`src/rtl/panel_pkg.sv`:
```
// rtl/panel_pkg.sv - shared constants, types and command decode for the front-panel switch controller
package panel_pkg;

  localparam int SW_TOGGLE_COUNT = 18;

  localparam logic [4:0] IDX_STOP_RUN = 5'd18;
  localparam logic [4:0] IDX_STEP     = 5'd19;
  localparam logic [4:0] IDX_EXAMINE  = 5'd20;
  localparam logic [4:0] IDX_DEPOSIT  = 5'd21;
  localparam logic [4:0] IDX_RESET    = 5'd22;
  localparam logic [4:0] AUX1_INDEX   = 5'd23;
  localparam logic [4:0] AUX2_INDEX   = 5'd24;

  localparam logic [1:0] ACT_OFF  = 2'd0;
  localparam logic [1:0] ACT_UP   = 2'd1;
  localparam logic [1:0] ACT_DOWN = 2'd2;
  localparam logic [1:0] ACT_NAV  = 2'd3;

  localparam logic [3:0] CMD_NONE         = 4'd0;
  localparam logic [3:0] CMD_STOP         = 4'd1;
  localparam logic [3:0] CMD_RUN          = 4'd2;
  localparam logic [3:0] CMD_STEP         = 4'd3;
  localparam logic [3:0] CMD_EXAMINE      = 4'd4;
  localparam logic [3:0] CMD_EXAMINE_NEXT = 4'd5;
  localparam logic [3:0] CMD_DEPOSIT      = 4'd6;
  localparam logic [3:0] CMD_DEPOSIT_NEXT = 4'd7;
  localparam logic [3:0] CMD_RESET        = 4'd8;
  localparam logic [3:0] CMD_CLR          = 4'd9;

  typedef enum logic [1:0] {ST_IDLE, ST_CMD1, ST_CMD2} state_t;
  typedef enum logic [1:0] {CLS_TOGGLE, CLS_MOMENT, CLS_AUX, CLS_NONE} idx_class_t;

  // CMD_NONE means the momentary event carries no command (release, STEP down).
  function automatic logic [3:0] moment_code(input logic [4:0] idx, input logic [1:0] act);
    logic [3:0] code;
    code = CMD_NONE;
    case (idx)
      IDX_STOP_RUN: code = (act == ACT_UP) ? CMD_STOP    : (act == ACT_DOWN) ? CMD_RUN          : CMD_NONE;
      IDX_STEP:     code = (act == ACT_UP) ? CMD_STEP    : CMD_NONE;
      IDX_EXAMINE:  code = (act == ACT_UP) ? CMD_EXAMINE : (act == ACT_DOWN) ? CMD_EXAMINE_NEXT : CMD_NONE;
      IDX_DEPOSIT:  code = (act == ACT_UP) ? CMD_DEPOSIT : (act == ACT_DOWN) ? CMD_DEPOSIT_NEXT : CMD_NONE;
      IDX_RESET:    code = (act == ACT_UP) ? CMD_RESET   : (act == ACT_DOWN) ? CMD_CLR          : CMD_NONE;
      default:      code = CMD_NONE;
    endcase
    return code;
  endfunction

endpackage

```
`src/rtl/panel_event_det.sv`:
```
// rtl/panel_event_det.sv - registers cursor inputs and flags action changes with the index class
module panel_event_det
  import panel_pkg::*;
(
  input  logic       clk,
  input  logic       rst_n,
  input  logic [4:0] i_index,
  input  logic [1:0] i_action,
  output logic       o_event,
  output logic [4:0] o_index,
  output logic [1:0] o_action,
  output logic [1:0] o_class
);

  logic [4:0] r_index;
  logic [1:0] r_action;
  logic [1:0] r_prev_action;

  // Both action registers start at navigate so a held cursor cannot fake an event after reset.
  always_ff @(posedge clk or negedge rst_n) begin
    if (!rst_n) begin
      r_index       <= '0;
      r_action      <= ACT_NAV;
      r_prev_action <= ACT_NAV;
    end else begin
      r_index       <= i_index;
      r_action      <= i_action;
      r_prev_action <= r_action;
    end
  end

  assign o_event  = (r_action != r_prev_action) && (r_action != ACT_NAV);
  assign o_index  = r_index;
  assign o_action = r_action;

  always_comb begin
    o_class = CLS_NONE;
    if (r_index < IDX_STOP_RUN)     o_class = CLS_TOGGLE;
    else if (r_index <= IDX_RESET)  o_class = CLS_MOMENT;
    else if (r_index <= AUX2_INDEX) o_class = CLS_AUX;
  end

endmodule

```
`src/rtl/panel_switch_ctrl.sv`:
```
// rtl/panel_switch_ctrl.sv - front-panel switch state, pending panel command and shared command port FSM
module panel_switch_ctrl
  import panel_pkg::*;
(
  input  logic                       clk,
  input  logic                       reset_n,
  input  logic [4:0]                 cursor_index,
  input  logic [1:0]                 cursor_action,
  input  logic                       ld_valid,
  input  logic [15:0]                ld_addr,
  input  logic [7:0]                 ld_data,
  output logic                       ld_ready,
  output logic [SW_TOGGLE_COUNT-1:0] sw_state,
  output logic [1:0]                 aux_state,
  output logic                       cmd_valid,
  output logic [3:0]                 cmd_code,
  output logic [15:0]                cmd_addr,
  output logic [7:0]                 cmd_data,
  input  logic                       cmd_ready,
  output logic                       cmd_dropped
);

  logic       w_event;
  logic [4:0] w_idx;
  logic [1:0] w_act;
  logic [1:0] w_class;
  logic [3:0] w_mom_code;
  logic       w_cmd_event;
  logic       w_take_pend;

  logic [SW_TOGGLE_COUNT-1:0] r_sw;
  logic [1:0]                 r_aux;

  logic        r_pend_valid;
  logic [3:0]  r_pend_code;
  logic [15:0] r_pend_addr;
  logic [7:0]  r_pend_data;
  logic        r_dropped;

  state_t      r_state;
  state_t      w_next_state;
  logic [3:0]  r_code;
  logic [15:0] r_addr;
  logic [7:0]  r_data;
  logic        r_two_step;

  panel_event_det u_event_det (
    .clk      (clk),
    .rst_n    (reset_n),
    .i_index  (cursor_index),
    .i_action (cursor_action),
    .o_event  (w_event),
    .o_index  (w_idx),
    .o_action (w_act),
    .o_class  (w_class)
  );

  assign w_mom_code  = moment_code(w_idx, w_act);
  assign w_cmd_event = w_event && (w_class == CLS_MOMENT) && (w_mom_code != CMD_NONE);
  assign w_take_pend = (r_state == ST_IDLE) && r_pend_valid;

  always_ff @(posedge clk or negedge reset_n) begin
    if (!reset_n) begin
      r_sw  <= '0;
      r_aux <= '0;
    end else if (w_event) begin
      if (w_class == CLS_TOGGLE) begin
        r_sw[w_idx] <= (w_act == ACT_UP);
      end else if (w_class == CLS_AUX) begin
        if (w_idx == AUX1_INDEX) r_aux[0] <= (w_act != ACT_OFF);
        else                     r_aux[1] <= (w_act != ACT_OFF);
      end
    end
  end

  // Single-entry buffer: a second panel command while one waits is thrown away.
  always_ff @(posedge clk or negedge reset_n) begin
    if (!reset_n) begin
      r_pend_valid <= 1'b0;
      r_pend_code  <= CMD_NONE;
      r_pend_addr  <= '0;
      r_pend_data  <= '0;
      r_dropped    <= 1'b0;
    end else begin
      r_dropped <= w_cmd_event && r_pend_valid;
      if (w_cmd_event && !r_pend_valid) begin
        r_pend_valid <= 1'b1;
        r_pend_code  <= w_mom_code;
        r_pend_addr  <= r_sw[15:0];
        r_pend_data  <= r_sw[7:0];
      end else if (w_take_pend) begin
        r_pend_valid <= 1'b0;
      end
    end
  end

  always_ff @(posedge clk or negedge reset_n) begin
    if (!reset_n) begin
      r_code     <= CMD_NONE;
      r_addr     <= '0;
      r_data     <= '0;
      r_two_step <= 1'b0;
    end else if (w_take_pend) begin
      r_two_step <= (r_pend_code == CMD_DEPOSIT_NEXT);
      r_code     <= (r_pend_code == CMD_DEPOSIT_NEXT) ? CMD_EXAMINE_NEXT : r_pend_code;
      r_addr     <= r_pend_addr;
      r_data     <= r_pend_data;
    end else if (ld_ready) begin
      r_two_step <= 1'b1;
      r_code     <= CMD_EXAMINE;
      r_addr     <= ld_addr;
      r_data     <= ld_data;
    end else if ((r_state == ST_CMD1) && cmd_ready && r_two_step) begin
      r_code <= CMD_DEPOSIT;
    end
  end

  always_ff @(posedge clk or negedge reset_n) begin
    if (!reset_n) r_state <= ST_IDLE;
    else          r_state <= w_next_state;
  end

  always_comb begin
    w_next_state = r_state;
    case (r_state)
      ST_IDLE: if (r_pend_valid || ld_valid) w_next_state = ST_CMD1;
      ST_CMD1: if (cmd_ready) w_next_state = r_two_step ? ST_CMD2 : ST_IDLE;
      ST_CMD2: if (cmd_ready) w_next_state = ST_IDLE;
      default: w_next_state = ST_IDLE;
    endcase
  end

  always_comb begin
    cmd_valid = 1'b0;
    cmd_code  = CMD_NONE;
    cmd_addr  = '0;
    cmd_data  = '0;
    ld_ready  = 1'b0;
    case (r_state)
      ST_IDLE: ld_ready = ld_valid && !r_pend_valid;
      ST_CMD1, ST_CMD2: begin
        cmd_valid = 1'b1;
        cmd_code  = r_code;
        cmd_addr  = r_addr;
        cmd_data  = r_data;
      end
      default: ;
    endcase
  end

  assign sw_state    = r_sw;
  assign aux_state   = r_aux;
  assign cmd_dropped = r_dropped;

endmodule

```
`config.mk`:
```
export PLATFORM = sky130hd
export DESIGN_NAME = panel_switch_ctrl
export DESIGN_NICKNAME = d
export VERILOG_FILES = /design/src/rtl/panel_pkg.sv /design/src/rtl/panel_event_det.sv /design/src/rtl/panel_switch_ctrl.sv
export SDC_FILE = /design/constraint.sdc
export NUM_CORES = 1
export LEC_CHECK = 0
export CAP_MARGIN = 20
export CORE_ASPECT_RATIO = 0.8
export CORE_MARGIN = 1.5
export CORE_UTILIZATION = 51
export CTS_CLUSTER_SIZE = 40
export DETAILED_ROUTE_END_ITERATION = 7
export PLACE_DENSITY = 0.81
export SKIP_CTS_REPAIR_TIMING = 1
export SLEW_MARGIN = 20
export SYNTH_ARGS = -nofsm -noshare
export SYNTH_HDL_FRONTEND = slang
export SYNTH_SLANG_ARGS = --single-unit
```
`constraint.sdc`:
```
create_clock -name clk -period 3.41 [get_ports clk]
set_input_delay 0.5115 -clock clk [delete_from_list [all_inputs] [get_ports clk]]
set_output_delay 0.5115 -clock clk [all_outputs]
set_load 0.02 [all_outputs]
```
==> results.json <==
{
  "finalHoldViolations": 0,
  "dp_cells": 509,
  "synth_most_common_cell": "dfrtp_1",
  "fin_setup_tns_ns": 0,
  "initial_core_util_pct": 53.8,
  "synth-edff-count": 0,
  "grt_antenna_before_repair": 0,
  "overflow": 0,
  "stdcell_count": 525,
  "io_buffers": 85,
  "die_w_um": 99.2,
  "ir_drop_mv": 0.356,
  "slew_violations": 0,
  "via_per_inst": 5.56,
  "die_area_um2": 7940,
  "fin_crit_sh_pct": 84.4,
  "place_congestion": 0.786,
  "path_buf_inv": 2,
  "htree_levels": 3,
  "cts_made_buffers": 9,
  "yosys_most_used_dff": "dfrtp_1",
  "syn_area_per_cell_um2": 10.7,
  "async_flop_share_pct": 100,
  "cpLargestDelayFamily": "adder cells",
  "drc": 0,
  "end_kind": "primary output",
  "grt_busiest_layer": "met2",
  "fp.dieH_um": 80.0,
  "combPwrFrac_pct": 41.7,
  "skew_ns": 0.00753,
  "yosys-top-cells-area": "dfrtp_1 52%, nand2_1 6.7%, mux2_2 6.0%",
  "synth_top_area_share_pct": 51.7,
  "rows": 27,
  "pwr_density_cell_nw_per_um2": 708,
  "use_met2_pct": 34.0,
  "ant_nets": 0,
  "worstSkewPairLatency_ns": 0.35,
  "netSwitchingPower_uw": 1210,
  "ys_types": 45,
  "drtPass1Iterations": 5,
  "fin_nets": 476,
  "drive_gt1_share_pct": 11.0,
  "outcome": "finished, final reports clean",
  "yosysWarnings": 0,
  "grt_first_pass_wirelength_um": 13600,
  "cts_num_sinks": 82,
  "dp_slack_ns": 0.773,
  "p_leak_uw": 0.00224,
  "fin_crit_ns": 2.88,
  "clock.fmax_mhz": 347,
  "yosysSeqAreaShare_pct": 54.4,
  "crit_required_ns": 2.90,
  "seqPwrFrac_pct": 37.6,
  "synthTopCellsByCount": "78 x dfrtp_1, 67 x nand2_1, 29 x and2_1",
  "via_count": 2921,
  "rsz0062_at_grt": "no",
  "num_io_pins": 86,
  "cts.path.max_buffers": 2,
  "core_um2": 7030,
  "grt_max_degree": 83,
  "critical-path-max-stage-delay_ns": 0.72,
  "cts-root-buf": "clkbuf_8",
  "maxCapViolations": 0,
  "drt_iter0_drc": 224,
  "grt_use_met1_pct": 31.7,
  "syn_inst": 354,
  "hp-class": "primary input to async pin",
  "grtUsageMet3_pct": 6.13,
  "synth_seq_cells": 82,
  "tightestPinTransition_ns": 0.753,
  "area_growth_pct": 29.7,
  "grt_usage_pct": 22.3,
  "path_class": "flip-flop to primary output",
  "power_frac_clock_pct": 20.7,
  "setup_violations": 0,
  "grt_pass1_vias": 2773,
  "fin_ws_ns": 0.531,
  "cp_max_fo": 29,
  "switching_share_pct": 34.8,
  "p_int_uw": 2260,
  "hpwl_um": 5900,
  "syn_area_um2": 3780,
  "diodes": 0,
  "arrival_ns": 2.37,
  "wl_um": 8450,
  "yosys.area.top_type": "dfrtp_1",
  "wire_per_inst_um": 16.1,
  "critPathLaunchType": "flip-flop",
  "crit_chain": "inv_1 > ha_1 > and2_1 > clkdlybuf4s50_1",
  "slew_headroom_pct": 49.1,
  "cts_tree": "yes",
  "clkSlewWorstSetupHoldPaths_ns": 0.07,
  "cpMaxStageDelayCell": "ha_1",
  "syn-num-nets": 396
}
kinds of logic after synthesis:
| kind of cell | count (synthesis) | synth area share (%) |
|---|---|---|
| xor gates and xnor gates | 2 | 0.464 |
| muxes | 40 | 11.9 |
| buffers and inverters | 29 | 3.18 |
| AOI/OAI and AO/OA | 43 | 7.58 |
| DFF | 82 | 54.4 |
| adders and majority gates | 7 | 2.32 |
| and+or+nand+nor | 151 | 20.1 |
metal layers:
| layer | vias up | part of all wire, % |
|---|---|---|
| met5 | - | 0 |
| met4 | 0 | 0.72 |
| met3 | 10 | 7.1 |
| met2 | 133 | 45 |
| met1 | 1397 | 47 |
| li1 | 1381 | - |
flip-flops by register name, indices dropped and copies added (netlist names), 2 cells and up:
register,cells
r_data,8
r_code,4
aux_state,2
u_event_det.o_index,5
sw_state,18
r_pend_code,4
r_state,2
r_addr,16
u_event_det.r_prev_action,2
r_pend_addr,16
u_event_det.o_action,2
through the flow:
stage	util (%)	hold slack [ns]	total power, uW	cell area (um2)
floorplan	-	0.216	2130	3780
global route	69.7	0.159	3670	4900
finish	69.7	0.138	3470	4900
global placement	66.5	0.387	2730	4680
detailed placement	66.5	0.392	2770	4680
CTS	69.4	0.357	3480	4880
path summary, 6_finish.rpt:
| path | to | cells after the start | slack [ns] | startpoint |
|---|---|---|---|---|
| worst min register to register | u_event_det.r_prev_action[1] | 0 | 0.40 | u_event_det.o_action[1] |
| worst max-delay path | cmd_data[2] | 4 | 0.53 | r_state[0] |
| max in group asynchronous | sw_state[6] | 2 | 2.68 | reset_n |
| min in group clk | u_event_det.r_prev_action[1] | 0 | 0.40 | u_event_det.o_action[1] |
| worst min-delay path | r_addr[10] | 1 | 0.14 | reset_n |
| worst max register to register | r_pend_addr[1] | 8 | 0.78 | u_event_det.o_action[1] |
area by class of cell:
cell class	instances	area [um2]
flip-flops and latches	82	2060
clock inverters	2	35.0
fillers	537	2130
repair buffers	90	898
clock buffers	13	169
well taps	87	109
multi-input cells	243	1600
inverters	8	30.0
power by group through the flow:
| stage | sequential, uW | combinational (uW) | clock [uW] |
|---|---|---|---|
| after CTS | 1300 | 1450 | 732 |
| after detailed placement | 1320 | 1440 | 0 |
| after global placement | 1310 | 1420 | 0 |
| after floorplan | 1310 | 816 | 0 |
| final | 1300 | 1450 | 717 |
| after global routing | 1330 | 1570 | 777 |
layout by cell type, fill, tap and decap left out, drive strengths merged, types with 3 or more instances in the layout:
cell type | synthesis | routed
nor4b | 6 | 6
a32o | 3 | 3
nand2 | 67 | 67
clkbuf | 15 | 13
o21ai | 4 | 4
buf | 6 | 6
nand3b | 3 | 3
nor3b | 5 | 5
ha | 7 | 7
nor2 | 26 | 26
inv | 8 | 8
a31oi | 25 | 25
dfrtp | 78 | 78
and2 | 29 | 29
clkdlybuf4s50 | 0 | 84
mux2 | 39 | 39
dfstp | 4 | 4
nor3 | 3 | 3
No activity file was read; power rests on OpenSTA's default activity.
